## config.mk

```make
export PLATFORM = sky130hd
export DESIGN_NAME = dram_access_arbiter_flat
export DESIGN_NICKNAME = d
export VERILOG_FILES = /design/src/rtl/dram_access_arbiter_pkg.sv /design/src/rtl/dram_access_arbiter_if.sv /design/src/rtl/dram_access_arbiter_starve_counter.sv /design/src/rtl/dram_access_arbiter.sv /design/src/flat_wrapper.sv
export SDC_FILE = /design/constraint.sdc
export NUM_CORES = 1
export LEC_CHECK = 0
export BUFFER_PORTS_ARGS = -buffer_cell sky130_fd_sc_hd__buf_2
export CORE_MARGIN = 5
export CORE_UTILIZATION = 31
export DETAILED_ROUTE_END_ITERATION = 8
export HOLD_SLACK_MARGIN = 0.12
export PLACE_DENSITY_LB_ADDON = 0.2
export SETUP_SLACK_MARGIN = 0.4
export SYNTH_ARGS = -nofsm -noshare
export SYNTH_HDL_FRONTEND = slang
export SYNTH_SLANG_ARGS = --single-unit
```

## constraint.sdc

```tcl
create_clock -name clk -period 1.7 [get_ports clk]
set_input_delay 0.34 -clock clk [delete_from_list [all_inputs] [get_ports clk]]
set_output_delay 0.34 -clock clk [all_outputs]
set_load 0.005 [all_outputs]
```

## src/rtl/dram_access_arbiter_pkg.sv

```systemverilog
// Shared definitions for the data-RAM access arbiter: owner encoding used for
// slot selection and for the one-cycle read-return tag.
package dram_access_arbiter_pkg;

  typedef enum logic [1:0] {
    OWN_NONE = 2'd0,
    OWN_CPU  = 2'd1,
    OWN_DMA  = 2'd2,
    OWN_DBG  = 2'd3
  } owner_e;

  localparam logic [3:0] WEN_ALL  = 4'b1111;
  localparam logic [3:0] WEN_NONE = 4'b0000;

endpackage

```

## src/rtl/dram_access_arbiter_if.sv

```systemverilog
// Request/grant and RAM-side bus of the data-RAM arbiter. The master modport is
// the requester/RAM side, the slave modport is the arbiter itself.
interface dram_access_arbiter_if #(parameter int DWIDTH = 11);

  logic              cpu_req;
  logic [3:0]        cpu_we;
  logic [DWIDTH-1:0] cpu_adr;
  logic [31:0]       cpu_wdata;
  logic              cpu_stall;
  logic              cpu_rvalid;

  logic              dma_req;
  logic              dma_we;
  logic [DWIDTH-1:0] dma_adr;
  logic [31:0]       dma_wdata;
  logic              dma_gnt;
  logic              dma_rvalid;

  logic              dbg_req;
  logic              dbg_we;
  logic [DWIDTH-1:0] dbg_adr;
  logic [31:0]       dbg_wdata;
  logic              dbg_gnt;
  logic              dbg_rvalid;

  logic [DWIDTH-1:0] ram_adr;
  logic [31:0]       ram_wdata;
  logic [3:0]        ram_wen;

  modport master (
    output cpu_req, cpu_we, cpu_adr, cpu_wdata,
    output dma_req, dma_we, dma_adr, dma_wdata,
    output dbg_req, dbg_we, dbg_adr, dbg_wdata,
    input  cpu_stall, cpu_rvalid, dma_gnt, dma_rvalid, dbg_gnt, dbg_rvalid,
    input  ram_adr, ram_wdata, ram_wen
  );

  modport slave (
    input  cpu_req, cpu_we, cpu_adr, cpu_wdata,
    input  dma_req, dma_we, dma_adr, dma_wdata,
    input  dbg_req, dbg_we, dbg_adr, dbg_wdata,
    output cpu_stall, cpu_rvalid, dma_gnt, dma_rvalid, dbg_gnt, dbg_rvalid,
    output ram_adr, ram_wdata, ram_wen
  );

endinterface

```

## src/rtl/dram_access_arbiter_starve_counter.sv

```systemverilog
// Per-port wait counter: counts cycles a held request goes ungranted and flags
// the port as starved once the count saturates at STARVE_MAX.
module starve_counter #(
  parameter int STARVE_MAX = 4
) (
  input  logic clk,
  input  logic rst_n,
  input  logic req,
  input  logic gnt,
  output logic starved
);

  localparam int CW = $clog2(STARVE_MAX + 1);
  localparam logic [CW-1:0] CNT_MAX = CW'(STARVE_MAX);

  logic [CW-1:0] wait_cnt;

  // A dropped request or a grant both end the current wait.
  always_ff @(posedge clk or negedge rst_n) begin
    if (!rst_n) begin
      wait_cnt <= '0;
    end else if (!req || gnt) begin
      wait_cnt <= '0;
    end else if (wait_cnt != CNT_MAX) begin
      wait_cnt <= wait_cnt + CW'(1);
    end
  end

  assign starved = req && (wait_cnt == CNT_MAX);

endmodule

```

## src/rtl/dram_access_arbiter.sv

```systemverilog
// Shares the single data-RAM slot per cycle between the CPU MA stage, the DMA
// engine and the debug port; CPU wins by default unless an external port starves.
module dram_access_arbiter
  import dram_access_arbiter_pkg::*;
#(
  parameter int DWIDTH     = 11,
  parameter int STARVE_MAX = 4
) (
  input  logic                 clk,
  input  logic                 rst_n,
  input  logic                 rst_pipe,
  dram_access_arbiter_if.slave bus
);

  owner_e            sel;
  owner_e            rd_owner;
  owner_e            rd_tag;
  logic              rr_dbg;
  logic              dma_starved;
  logic              dbg_starved;
  logic [DWIDTH-1:0] mux_adr;
  logic [31:0]       mux_wdata;
  logic [3:0]        mux_wen;

  starve_counter #(.STARVE_MAX(STARVE_MAX)) u_dma_starve (
    .clk     (clk),
    .rst_n   (rst_n),
    .req     (bus.dma_req),
    .gnt     (sel == OWN_DMA),
    .starved (dma_starved)
  );

  starve_counter #(.STARVE_MAX(STARVE_MAX)) u_dbg_starve (
    .clk     (clk),
    .rst_n   (rst_n),
    .req     (bus.dbg_req),
    .gnt     (sel == OWN_DBG),
    .starved (dbg_starved)
  );

  // Starved ports pre-empt the CPU; the CPU is held off during a pipeline flush.
  always_comb begin
    sel = OWN_NONE;
    if (!rst_n)                            sel = OWN_NONE;
    else if (dma_starved && dbg_starved)   sel = rr_dbg ? OWN_DBG : OWN_DMA;
    else if (dma_starved)                  sel = OWN_DMA;
    else if (dbg_starved)                  sel = OWN_DBG;
    else if (bus.cpu_req && !rst_pipe)     sel = OWN_CPU;
    else if (bus.dma_req && bus.dbg_req)   sel = rr_dbg ? OWN_DBG : OWN_DMA;
    else if (bus.dma_req)                  sel = OWN_DMA;
    else if (bus.dbg_req)                  sel = OWN_DBG;
  end

  always_comb begin
    mux_adr   = bus.cpu_adr;
    mux_wdata = bus.cpu_wdata;
    mux_wen   = WEN_NONE;
    rd_owner  = OWN_NONE;
    case (sel)
      OWN_CPU: begin
        mux_wen  = bus.cpu_we;
        rd_owner = (bus.cpu_we == WEN_NONE) ? OWN_CPU : OWN_NONE;
      end
      OWN_DMA: begin
        mux_adr   = bus.dma_adr;
        mux_wdata = bus.dma_wdata;
        mux_wen   = bus.dma_we ? WEN_ALL : WEN_NONE;
        rd_owner  = bus.dma_we ? OWN_NONE : OWN_DMA;
      end
      OWN_DBG: begin
        mux_adr   = bus.dbg_adr;
        mux_wdata = bus.dbg_wdata;
        mux_wen   = bus.dbg_we ? WEN_ALL : WEN_NONE;
        rd_owner  = bus.dbg_we ? OWN_NONE : OWN_DBG;
      end
      default: ;
    endcase
  end

  // Pointer names the external port that wins the next tie.
  always_ff @(posedge clk or negedge rst_n) begin
    if (!rst_n) begin
      rr_dbg <= 1'b0;
      rd_tag <= OWN_NONE;
    end else begin
      rd_tag <= rd_owner;
      if (sel == OWN_DMA)      rr_dbg <= 1'b1;
      else if (sel == OWN_DBG) rr_dbg <= 1'b0;
    end
  end

  assign bus.ram_adr    = mux_adr;
  assign bus.ram_wdata  = mux_wdata;
  assign bus.ram_wen    = mux_wen;
  assign bus.cpu_stall  = bus.cpu_req && rst_n && (sel != OWN_CPU);
  assign bus.dma_gnt    = (sel == OWN_DMA);
  assign bus.dbg_gnt    = (sel == OWN_DBG);
  // A flush kills a CPU load returning this cycle; external returns still land.
  assign bus.cpu_rvalid = (rd_tag == OWN_CPU) && !rst_pipe;
  assign bus.dma_rvalid = (rd_tag == OWN_DMA);
  assign bus.dbg_rvalid = (rd_tag == OWN_DBG);

endmodule

```

## src/flat_wrapper.sv

```systemverilog
// flat-port wrapper written by rule: the top's interface ports become plain ports
module dram_access_arbiter_flat import dram_access_arbiter_pkg::*;
#(
  parameter int DWIDTH     = 11,
  parameter int STARVE_MAX = 4
)
  (clk, rst_n, rst_pipe, bus_cpu_req, bus_cpu_we, bus_cpu_adr, bus_cpu_wdata, bus_dma_req, bus_dma_we, bus_dma_adr, bus_dma_wdata, bus_dbg_req, bus_dbg_we, bus_dbg_adr, bus_dbg_wdata, bus_cpu_stall, bus_cpu_rvalid, bus_dma_gnt, bus_dma_rvalid, bus_dbg_gnt, bus_dbg_rvalid, bus_ram_adr, bus_ram_wdata, bus_ram_wen);
  dram_access_arbiter_if #(.DWIDTH(DWIDTH)) bus_i ();
  input  logic clk;
  input  logic rst_n;
  input  logic rst_pipe;
  input wire logic [$bits(bus_i.cpu_req)-1:0] bus_cpu_req;
  input wire logic [$bits(bus_i.cpu_we)-1:0] bus_cpu_we;
  input wire logic [$bits(bus_i.cpu_adr)-1:0] bus_cpu_adr;
  input wire logic [$bits(bus_i.cpu_wdata)-1:0] bus_cpu_wdata;
  input wire logic [$bits(bus_i.dma_req)-1:0] bus_dma_req;
  input wire logic [$bits(bus_i.dma_we)-1:0] bus_dma_we;
  input wire logic [$bits(bus_i.dma_adr)-1:0] bus_dma_adr;
  input wire logic [$bits(bus_i.dma_wdata)-1:0] bus_dma_wdata;
  input wire logic [$bits(bus_i.dbg_req)-1:0] bus_dbg_req;
  input wire logic [$bits(bus_i.dbg_we)-1:0] bus_dbg_we;
  input wire logic [$bits(bus_i.dbg_adr)-1:0] bus_dbg_adr;
  input wire logic [$bits(bus_i.dbg_wdata)-1:0] bus_dbg_wdata;
  output wire logic [$bits(bus_i.cpu_stall)-1:0] bus_cpu_stall;
  output wire logic [$bits(bus_i.cpu_rvalid)-1:0] bus_cpu_rvalid;
  output wire logic [$bits(bus_i.dma_gnt)-1:0] bus_dma_gnt;
  output wire logic [$bits(bus_i.dma_rvalid)-1:0] bus_dma_rvalid;
  output wire logic [$bits(bus_i.dbg_gnt)-1:0] bus_dbg_gnt;
  output wire logic [$bits(bus_i.dbg_rvalid)-1:0] bus_dbg_rvalid;
  output wire logic [$bits(bus_i.ram_adr)-1:0] bus_ram_adr;
  output wire logic [$bits(bus_i.ram_wdata)-1:0] bus_ram_wdata;
  output wire logic [$bits(bus_i.ram_wen)-1:0] bus_ram_wen;
  assign bus_i.cpu_req = bus_cpu_req;
  assign bus_i.cpu_we = bus_cpu_we;
  assign bus_i.cpu_adr = bus_cpu_adr;
  assign bus_i.cpu_wdata = bus_cpu_wdata;
  assign bus_i.dma_req = bus_dma_req;
  assign bus_i.dma_we = bus_dma_we;
  assign bus_i.dma_adr = bus_dma_adr;
  assign bus_i.dma_wdata = bus_dma_wdata;
  assign bus_i.dbg_req = bus_dbg_req;
  assign bus_i.dbg_we = bus_dbg_we;
  assign bus_i.dbg_adr = bus_dbg_adr;
  assign bus_i.dbg_wdata = bus_dbg_wdata;
  assign bus_cpu_stall = bus_i.cpu_stall;
  assign bus_cpu_rvalid = bus_i.cpu_rvalid;
  assign bus_dma_gnt = bus_i.dma_gnt;
  assign bus_dma_rvalid = bus_i.dma_rvalid;
  assign bus_dbg_gnt = bus_i.dbg_gnt;
  assign bus_dbg_rvalid = bus_i.dbg_rvalid;
  assign bus_ram_adr = bus_i.ram_adr;
  assign bus_ram_wdata = bus_i.ram_wdata;
  assign bus_ram_wen = bus_i.ram_wen;
  dram_access_arbiter #(.DWIDTH(DWIDTH), .STARVE_MAX(STARVE_MAX)) u_core (.clk(clk), .rst_n(rst_n), .rst_pipe(rst_pipe), .bus(bus_i));
endmodule
```

Yosys cells after proc, flatten, opt, wreduce, memory -nomap -nowiden --
Index checks and enable logic that the tools add are counted.
Word-level totals: output and inout bits 53, logic and storage cells 58, register bits after elaboration 9
Operators by class: $add $sub $neg 2, reduce and logical (&&, ||, !) cells 17, muxes and demuxes 24, equal/unequal tests 11
Operator list (count):
- case mux 32 bit (2 select lines) | 1
- case mux 11 bit (2 select lines) | 1
- 2-to-1 mux 2 bit | 10
- 2-to-1 mux 3 bit | 4
- case mux 4 bit (3 select lines) | 1
- equality test 2 bit (second input constant) | 4
- logical AND 1 bit | 8
- 2-to-1 mux 4 bit | 2
- adder 3 x 1 -> 3 bit (second input constant) | 2
- equality test 3 bit (second input constant) | 2
- != test 3 bit (second input constant) | 2
- case mux 2 bit (3 select lines) | 1
- nonzero test 2 bit | 3
- equality test 2 x 1 -> 1 bit (second input constant) | 2
- zero test 4 bit | 1
- 2-to-1 mux 1 bit | 4
- zero test 1 bit | 3
- logical OR 1 bit | 2
- != test 2 x 1 -> 1 bit (second input constant) | 1

Depth between registers and ports, before layout --
Gate-level depths: netlist of the first run.
depth after elaboration 11, gate-level depth with buffers 9, depth with buffers taken out 7

By module --
Synthesis of the first run repeated with hierarchy kept, for this count alone.
Second synthesis, totals: cells, all modules 180, area total of the unflattened synthesis 1572.8 um2
Modules (own cells, without submodules):
- dram_access_arbiter | times used 1, cells an instance 144, area each 1204.9 um2, seq. area each 75.1 um2
- starve_counter | times used 2, cells an instance 18, area each 183.9 um2, seq. area each 75.1 um2

Worst setup path before layout of the first run --
Ideal clock, no wire load.
kind flip-flop to output port, start point register u_core.u_dbg_starve.wait_cnt[0], end point output bus_ram_adr[0], arrival time 1568 ps, cell stages (with the launch flop) 10, setup slack -208 ps, cell sequence dfrtp_1 -> inv_1 -> ha_1 -> nand2_1 -> nand2_1 -> a32o_1 -> buf_6 -> buf_6 -> buf_6 -> a31oi_1
Between the ends: cells in the longest elaborated chain, start to end 8
RTL lines:
- start: declaration | line dram_access_arbiter_starve_counter.sv:16 | logic [CW-1:0] wait_cnt;
- start signal: assignment | line dram_access_arbiter_starve_counter.sv:25 | wait_cnt <= wait_cnt + CW'(1);
- equality test 3 bit * | line dram_access_arbiter_starve_counter.sv:29 | assign starved = req && (wait_cnt == CNT_MAX);
- logical AND 1 bit * | line dram_access_arbiter_starve_counter.sv:29
- 2-to-1 mux 2 bit | line dram_access_arbiter.sv:47 | else if (dbg_starved) sel = OWN_DBG;
- 2-to-1 mux 2 bit | line dram_access_arbiter.sv:46 | else if (dma_starved) sel = OWN_DMA;
- 2-to-1 mux 2 bit * | line dram_access_arbiter.sv:45 | else if (dma_starved && dbg_starved) sel = rr_dbg ? OWN_DBG : OWN_DMA;
- 2-to-1 mux 2 bit * | line dram_access_arbiter.sv:44 | if (!rst_n) sel = OWN_NONE;
- equality test 2 bit | line dram_access_arbiter.sv:59 | case (sel)
- case mux 11 bit (2 select lines) * | line dram_access_arbiter.sv:59
- end: declaration | line flat_wrapper.sv:30 | output wire logic [$bits(bus_i.ram_adr)-1:0] bus_ram_adr;
Mark *: on every way between the ends. The rest lies on a longest branch, timed or not.

Worst setup path after layout of the first run --
start point register u_core.u_dma_starve.wait_cnt[0], end point output bus_ram_wdata[13]
Between the ends: cells in the longest elaborated chain, start to end 7
RTL lines:
- start: declaration | line dram_access_arbiter_starve_counter.sv:16
- start signal: assignment | line dram_access_arbiter_starve_counter.sv:25
- equality test 3 bit * | line dram_access_arbiter_starve_counter.sv:29
- logical AND 1 bit * | line dram_access_arbiter_starve_counter.sv:29
- 2-to-1 mux 2 bit / logical AND 1 bit (equally long branches) | line dram_access_arbiter.sv:46, dram_access_arbiter.sv:45
- 2-to-1 mux 2 bit * | line dram_access_arbiter.sv:45
- 2-to-1 mux 2 bit * | line dram_access_arbiter.sv:44
- equality test 2 bit | line dram_access_arbiter.sv:59
- case mux 32 bit (2 select lines) * | line dram_access_arbiter.sv:59
- end: declaration | line flat_wrapper.sv:31 | output wire logic [$bits(bus_i.ram_wdata)-1:0] bus_ram_wdata;
Marked as above.

==> metrics.md, run 1 <==
| Metric | Value |
|---|---|
| Dpl cells | 547 |
| Worst Path Max Fanout | 19 |
| CTS Root Cell | clkbuf_8 |
| Yosys cell types | 40 |
| Mux share of post-synthesis cell area | 0.0300 |
| Drt via density | 4.86 |
| Tcrit/Tclk final | 1.31 |
| Synth Cell Area | 0.00167 mm2 |
| Via count | 2700 |
| Register area share after synthesis | 0.135 |
| Fin Hold WS | 372 ps |
| Max Cap Violations | 0 |
| Hold path endpoint | u_core.rd_tag[0] |
| Per-cell routed wire length | 14.6 um |
| Crit path from | u_core.u_dma_starve.wait_cnt[0] |
| Rel. slew slack | 0.702 |
| N_diodes | 0 |
| GPL Wtd Cong | 0.888 |
| Fill cell count | 465 |
| Post-synthesis xor/xnor area fraction | 0.0105 |
| Max VDD drop | 0.655 mV |
| Layout cells sized above 1 | 0.597 |
| Synth Area in Adders | 0.0300 |
| I/O Pins | 194 |
| Failing checks | setup timing |
| Hold path startpoint | bus_dbg_we |
| DP Wirelength | 6.38 mm |
| Starting density of the core | 0.323 |
| CTS H-tree depth | 1 |
| P_leak | 1.75 nW |
| Final ANT Viol Nets | 0 |
| Final net count | 632 |
| Final Hold Viols | 0 |
| Tot Pwr | 1.66 mW |
| Post-route clock skew | 0.326 ps |
| Final slew viol count | 0 |
| DIE WIDTH | 83.4 um |
| Die height | 83.4 um |
| Worst EP arrival | 1880 ps |
| Simple-Gate Fraction of Synth Area | 0.411 |
| Mapped Avg Cell Area | 6.12 um2 |
| Critical path type | reg2out |
| Ys Warns | 0 |
| R2R cell count | 9 |
| CTS Sinks | 9 |
| Status | finished, violations left |
| Achievable Freq | 0.450 GHz |
| Vias in the first global route | 2600 |
| Fin cells | 556 |
| Worst-Margin Slew | 446 ps |
| Gr ovfl total | 0 |
| Setup crit start kind | flop |
| Post-synthesis compound-gate area fraction | 0.271 |
| Syn_nets | 418 |
| Worst-path clk slew | 40 ps |
| CTS tree | built |
| Final worst slack | -523 ps |
| Total Wirelength | 8.13 mm |
| Crit path capture type | output port |
| R2R setup slack | -180 ps |
| Initial DRC count | 103 |
| Area Growth Syn to Fin | 102% |
| Crit Reg-Reg Endpoint | u_core.rd_tag[1] |
| Synth Register Bits | 9 |
| Clock tree buffer depth | 2 |
| Worst min-delay path class | in2reg |
| Initial antenna violation count | 0 |
| Largest family of logic cells by synthesized area | simple AND/OR/NAND/NOR gates |
| Endpoints failing setup | 59 |
| Reg2reg start | u_core.u_dma_starve.wait_cnt[0] |
| 1st-pass router iterations | 4 |
| Global-route wire length before repair | 12.6 mm |
| I/O Buffers | 193 |
| Die area | 0.00696 mm2 |
| Hold Path Cell Cnt | 2 |
| Row count | 26 |
| End-of-flow core utilization | 0.654 |
| Post-layout min period | 2220 ps |
| RSZ-0062 raised after global routing | yes |
| Pin count of the biggest net entering global routing | 37 |
| Core region area | 0.00517 mm2 |
| Pwr dens | 491 mW/mm2 |
| CP required | 1360 ps |
| GRT Total Usage | 0.213 |
| DRC | 0 |
| Worst skew pair latency | 230 ps |
| Synthesized instance count | 273 |
| Number of CTS-inserted buffers | 3 |
## cells in the mapped netlist
cell type,number,share of area
nor3b_1,2,0.0090
a21o_2,1,0.0052
buf_6,10,0.067
o2bb2ai_1,4,0.021
and4b_2,1,0.0067
nor3_1,1,0.0030
nand2b_1,1,0.0037
o211ai_1,1,0.0045
o211a_1,1,0.0060
clkbuf_1,2,0.0045
o22a_1,1,0.0052
inv_1,6,0.013
a22o_1,2,0.010
mux2i_1,5,0.030
nor2b_1,2,0.0075
nand2b_4,1,0.0082
a21boi_2,1,0.0067
o21ai_0,1,0.0030
a21oi_4,1,0.0097
o221ai_1,1,0.0052
a32o_1,1,0.0060
a211oi_2,1,0.0075
xnor2_1,2,0.010
nand3_2,1,0.0060
ha_1,4,0.030
nor4b_1,1,0.0052
nand3_1,1,0.0030
nand3b_1,1,0.0045
a21oi_1,1,0.0030
nand2_1,96,0.22
o22ai_4,1,0.012
dfrtp_1,9,0.13
buf_2,9,0.027
nor4_1,1,0.0037
a31oi_1,43,0.16
o21a_1,1,0.0045
nor2b_4,1,0.0082
nor2_1,51,0.11
and3_2,1,0.0045
and2_1,2,0.0075
## layout by cell type (no fill, tap or decap), types with 2 or more instances in the layout
cell type and n:
a22o_1 2, a31oi_1 24, a31oi_2 7, a31oi_4 12, and2_1 2, buf_12 6
buf_2 193, buf_4 26, clkbuf_8 3, dfrtp_1 9, ha_1 2, ha_4 2
inv_1 3, inv_2 3, mux2i_1 5, nand2_1 85, nand2_2 6, nand2_4 5
nor2_1 47, nor2_2 4, o2bb2ai_2 4, xnor2_1 2
## report_power, final
group | internal [mW] | total [mW] | switching (mW)
clock | 0.163 | 0.245 | 0.0816
sequential | 0.237 | 0.255 | 0.0180
combinational | 0.598 | 1.16 | 0.562
total | 0.998 | 1.66 | 0.662
## worst max-delay path by stage
stage	to	cells past startpoint	slack (ps)
after global placement	bus_ram_adr[3]	8	-320
after detailed placement	bus_ram_wdata[13]	8	-360
after floorplan	bus_ram_wdata[14]	8	-150
after CTS	bus_ram_wdata[13]	8	-530
final	bus_ram_wdata[13]	8	-520
after global routing	bus_ram_wdata[7]	8	-610
## registers in the layout (all words and copies together) (netlist names)
register and cells:
u_core.u_dbg_starve.wait_cnt 3, u_core.u_dma_starve.wait_cnt 3, u_core.rd_tag 2, u_core.rr_dbg 1
## kinds of logic (layout without fill, tap and decap cells)
group,count (synthesis),after routing
compound gates,62,63
simple gates,164,164
mux,5,5
buf+inv,27,239
xor+xnor,2,2
flops,9,9
fa+ha+maj,4,4
## metrics by stage
stage          worst slack (ps)  TNS (ps)  area (um2)
2_1_floorplan              -153     -6600        2000
3_3_place_gp               -319    -14240        3190
3_5_place_dp               -358    -15650        3190
4_1_cts                    -529    -24960        3300
5_1_grt                    -612    -29660        3380
6_report                   -523    -24600        3380
## what timing repair did
action | CTS | global route
setup buffers | 1 | 0
hold buffers | 1 | 0
endpoints found under the hold margin | 9 | 0
endpoints found under the setup margin | 59 | 60
cloned | 1 | 2
pin swaps | 3 | 2
resized for setup | 7 | 12
## worst max-delay path: stages, from the launching register on
cell and delay, ps:
dfrtp_1 380, inv_2 80, ha_4 140, and4b_2 290, o22a_4 210, buf_12 160, nand2_1 60, a31oi_1 180
buf_2 150
## per-layer routing
metal,vias up,share of wire,global-route usage
met1,1195,0.41,0.256
met5,-,0,0
met3,10,0.081,0.0366
met4,0,0.018,0.0386
met2,128,0.49,0.395
li1,1367,-,-
## final cells by class
class / count / area [um2] / area share
Sequential cell: 9 / 225 / 0.0666
Multi-Input combinational cell: 238 / 1650 / 0.487
Clock buffer: 4 / 45.0 / 0.0133
Tap cell: 70 / 87.6 / 0.0259
Timing Repair Buffer: 229 / 1360 / 0.401
Inverter: 6 / 22.5 / 0.00666
Note: power is estimated with default switching activity, not from simulation.
==> inputs of run 2 (changes only) <==
--- a/config.mk
+++ b/config.mk
@@ -8,6 +8,7 @@
 export BUFFER_PORTS_ARGS = -buffer_cell sky130_fd_sc_hd__buf_2
 export CORE_MARGIN = 5
 export CORE_UTILIZATION = 31
+export CTS_BUF_LIST = sky130_fd_sc_hd__clkbuf_16
 export DETAILED_ROUTE_END_ITERATION = 8
 export HOLD_SLACK_MARGIN = 0.12
 export PLACE_DENSITY_LB_ADDON = 0.2
==> metrics.md, run 2 (synthesis gave the netlist of run 1 again) <==
| Metric | Value |
|---|---|
| Fill cell count | 450 (-3.2%) |
| Initial antenna violation count | 0 (unchanged) |
| Max VDD drop | 0.698 mV (+6.7%) |
| Worst Path Max Fanout | 19 (unchanged) |
| Setup crit start kind | flop |
| Endpoints failing setup | 59 (unchanged) |
| Worst-path clk slew | 40 ps (about the same) |
| CTS H-tree depth | 1 (unchanged) |
| GRT Total Usage | 0.229 (+0.0162) |
| Total Wirelength | 8.33 mm (+2.5%) |
| Per-cell routed wire length | 14.9 um (+1.9%) |
| Slowest CP cell | dfrtp_1 |
| Crit path max-delay family | buffers and inverters |
| Leading registers by flop count | u_core.u_dbg_starve.wait_cnt (3), u_core.u_dma_starve.wait_cnt (3), u_core.rd_tag (2) |
| Number of CTS-inserted buffers | 3 (unchanged) |
| Worst min-delay path class | in2reg |
| CTS tree | built |
| Pwr dens | 539 mW/mm2 (+9.8%) |
| GPL Wtd Cong | 0.888 (unchanged) |
| Max layer used | met4 |
| Pin count of the biggest net entering global routing | 23 (-38%) |
| Crit Reg-Reg Endpoint | u_core.rd_tag[1] |
| N_diodes | 0 (unchanged) |
| CP endpoint | bus_ram_wdata[13] |
| CP Buf/Inv Count | 3 (unchanged) |
| CP max stage delay | 380 ps (about the same) |
| Tot Pwr | 1.87 mW (+13%) |
| CTS Root Cell | clkbuf_16 |
| P_leak | 1.80 nW (+2.6%) |
| Gr ovfl total | 0 (unchanged) |
| Max Cap Violations | 0 (unchanged) |
| Area occupied by registers | 225 um2 (unchanged) |
| Final worst slack | -527 ps (-3.44 ps) |
| Wire length on met1 | 3.33 mm (+0.15%) |
| Global-route wire length before repair | 13.4 mm (+6.1%) |
| Post-route clock skew | 0.272 ps (-0.0548 ps) |
| Status | finished, violations left |
| Initial DRC count | 99 (-3.9%) |
| I/O Pins | 194 (unchanged) |
| Achievable Freq | 0.449 GHz (-0.15%) |
| DP Wirelength | 6.38 mm (unchanged) |
| Final Hold Viols | 0 (unchanged) |
| Row count | 26 (unchanged) |
| Clock tree buffer depth | 2 (unchanged) |
| Critical path type | reg2out |
| I/O Buffers | 193 (unchanged) |
| Crit path from | u_core.u_dma_starve.wait_cnt[0] |
| CP required | 1360 ps (about the same) |
| Area Growth Syn to Fin | 108% |
| Met2 WL post-DR | 4.13 mm (+3.3%) |
| Commonest non-fill, non-tap cell in the layout | buf_2 |
| Worst skew pair latency | 240 ps (about the same) |
| Final net count | 635 (+0.47%) |
| CTS Sinks | 9 (unchanged) |
| Die area | 0.00696 mm2 (unchanged) |
| Rel. slew slack | 0.695 (-0.00607) |
| Worst-Margin Slew | 455 ps (+9.07 ps) |
| DP Area | 0.00319 mm2 (unchanged) |
| 1st-pass router iterations | 4 (unchanged) |
| R2R setup slack | -170 ps (about the same) |
| Area occupied by multi-input gates | 0.00165 mm2 (+0.15%) |
| DRC | 0 (unchanged) |
| Routed wl met3 | 660 um (+0.30%) |
| Vias in the first global route | 2706 (+4.1%) |
| Final ANT Viol Nets | 0 (unchanged) |
| Final slew viol count | 0 (unchanged) |
| Via count | 2765 (+2.4%) |
| Fin Hold WS | 364 ps (-8.21 ps) |
| Critical path depth in cells | 8 (unchanged) |
| Crit path capture type | output port |
| R2R cell count | 9 (unchanged) |
| Final instance area | 0.00347 mm2 (+2.7%) |
| Commonest non-fill, non-tap cells in the layout | buf_2 (193), nand2_1 (87), nor2_1 (44) |
| CP Cell Sequence | inv_2, ha_4, and4b_2, o22a_4, buf_12, nand2_1, a31oi_1, buf_2 |
| Layout cells sized above 1 | 0.603 (+0.00656) |
| DIE WIDTH | 83.4 um (unchanged) |
| Die height | 83.4 um (unchanged) |
| Drt via density | 4.95 (+1.9%) |
| Tcrit/Tclk final | 1.31 (+0.00202) |
| Reg2reg start | u_core.u_dma_starve.wait_cnt[0] |
| RSZ-0062 raised after global routing | yes |
| Failing checks | setup timing |
| Core region area | 0.00517 mm2 (unchanged) |
| Post-layout min period | 2230 ps (+3.44 ps) |
| Worst EP arrival | 1890 ps (about the same) |
| Starting density of the core | 0.323 (unchanged) |
[run 2: cell types whose count changed in the layout (fill, tap and decap cells not counted), sizes merged]
cell,change
buf,+4
clkbuf,-2
inv,+1
[run 2: where the power goes]
group / leakage (nW) / switching [mW] / internal, mW
Combinational: 1.64 / 0.575 / 0.628
Sequential: 0.119 / 0.0190 / 0.237
Clock: 0.0423 / 0.106 / 0.308
Total: 1.80 / 0.700 / 1.17
[run 2: worst reg2reg max path, delay by kind of cell, from the launching register on]
kind	cells	cell delay (ps)
buffers and inverters	4	530
AO/OA/AOI/OAI	3	500
flip-flops	1	350
AND/OR/NAND/NOR	1	210
adder cells (fa/ha/maj)	1	170
[run 2: timing repair]
item,CTS,global route
hold buffers,1,0
setup endpoints to repair,59,60
buffers inserted,3,0
gates resized for setup,13,13
cloned,4,0
pin swaps,2,2
endpoints found under the hold margin,9,0
[run 2: layout make-up]
cell class / instances / share of cell area
clock buffer: 3 / 0.0216
tap: 70 / 0.0252
timing repair buffer: 232 / 0.406
sequential: 9 / 0.0648
multi-input combinational: 238 / 0.475
inverter: 6 / 0.00648
clock inverter: 1 / 0.00108
[run 2: worst min-delay path by stage]
stage                from                         endpoint  slack, ps  cells after the start
3_3_place_gp        rst_n  u_core.u_dbg_starve.wait_cnt[2]        320                      2
3_5_place_dp        rst_n  u_core.u_dbg_starve.wait_cnt[2]        320                      2
2_1_floorplan       rst_n                 u_core.rd_tag[0]         40                      0
6_report       bus_dbg_we                 u_core.rd_tag[0]        360                      2
5_1_grt        bus_dbg_we                 u_core.rd_tag[0]        390                      2
4_1_cts        bus_dbg_we                 u_core.rd_tag[0]        360                      2
[run 2: routing by layer]
| metal | track usage | vias up |
|---|---|---|
| met5 | 0 | - |
| met4 | 0.0579 | 0 |
| met3 | 0.0406 | 18 |
| met2 | 0.421 | 143 |
| met1 | 0.271 | 1226 |
| li1 | - | 1378 |
[run 2: metrics by stage]
stage | util | worst slack, ps | setup TNS (ps) | instances
finish | 0.672 | -527 | -24910 | 559
CTS | 0.663 | -535 | -25320 | 559
detailed placement | 0.617 | -358 | -15650 | 547
global placement | 0.617 | -319 | -14240 | 547
floorplan | - | -153 | -6600 | 273
global route | 0.672 | -620 | -30070 | 559
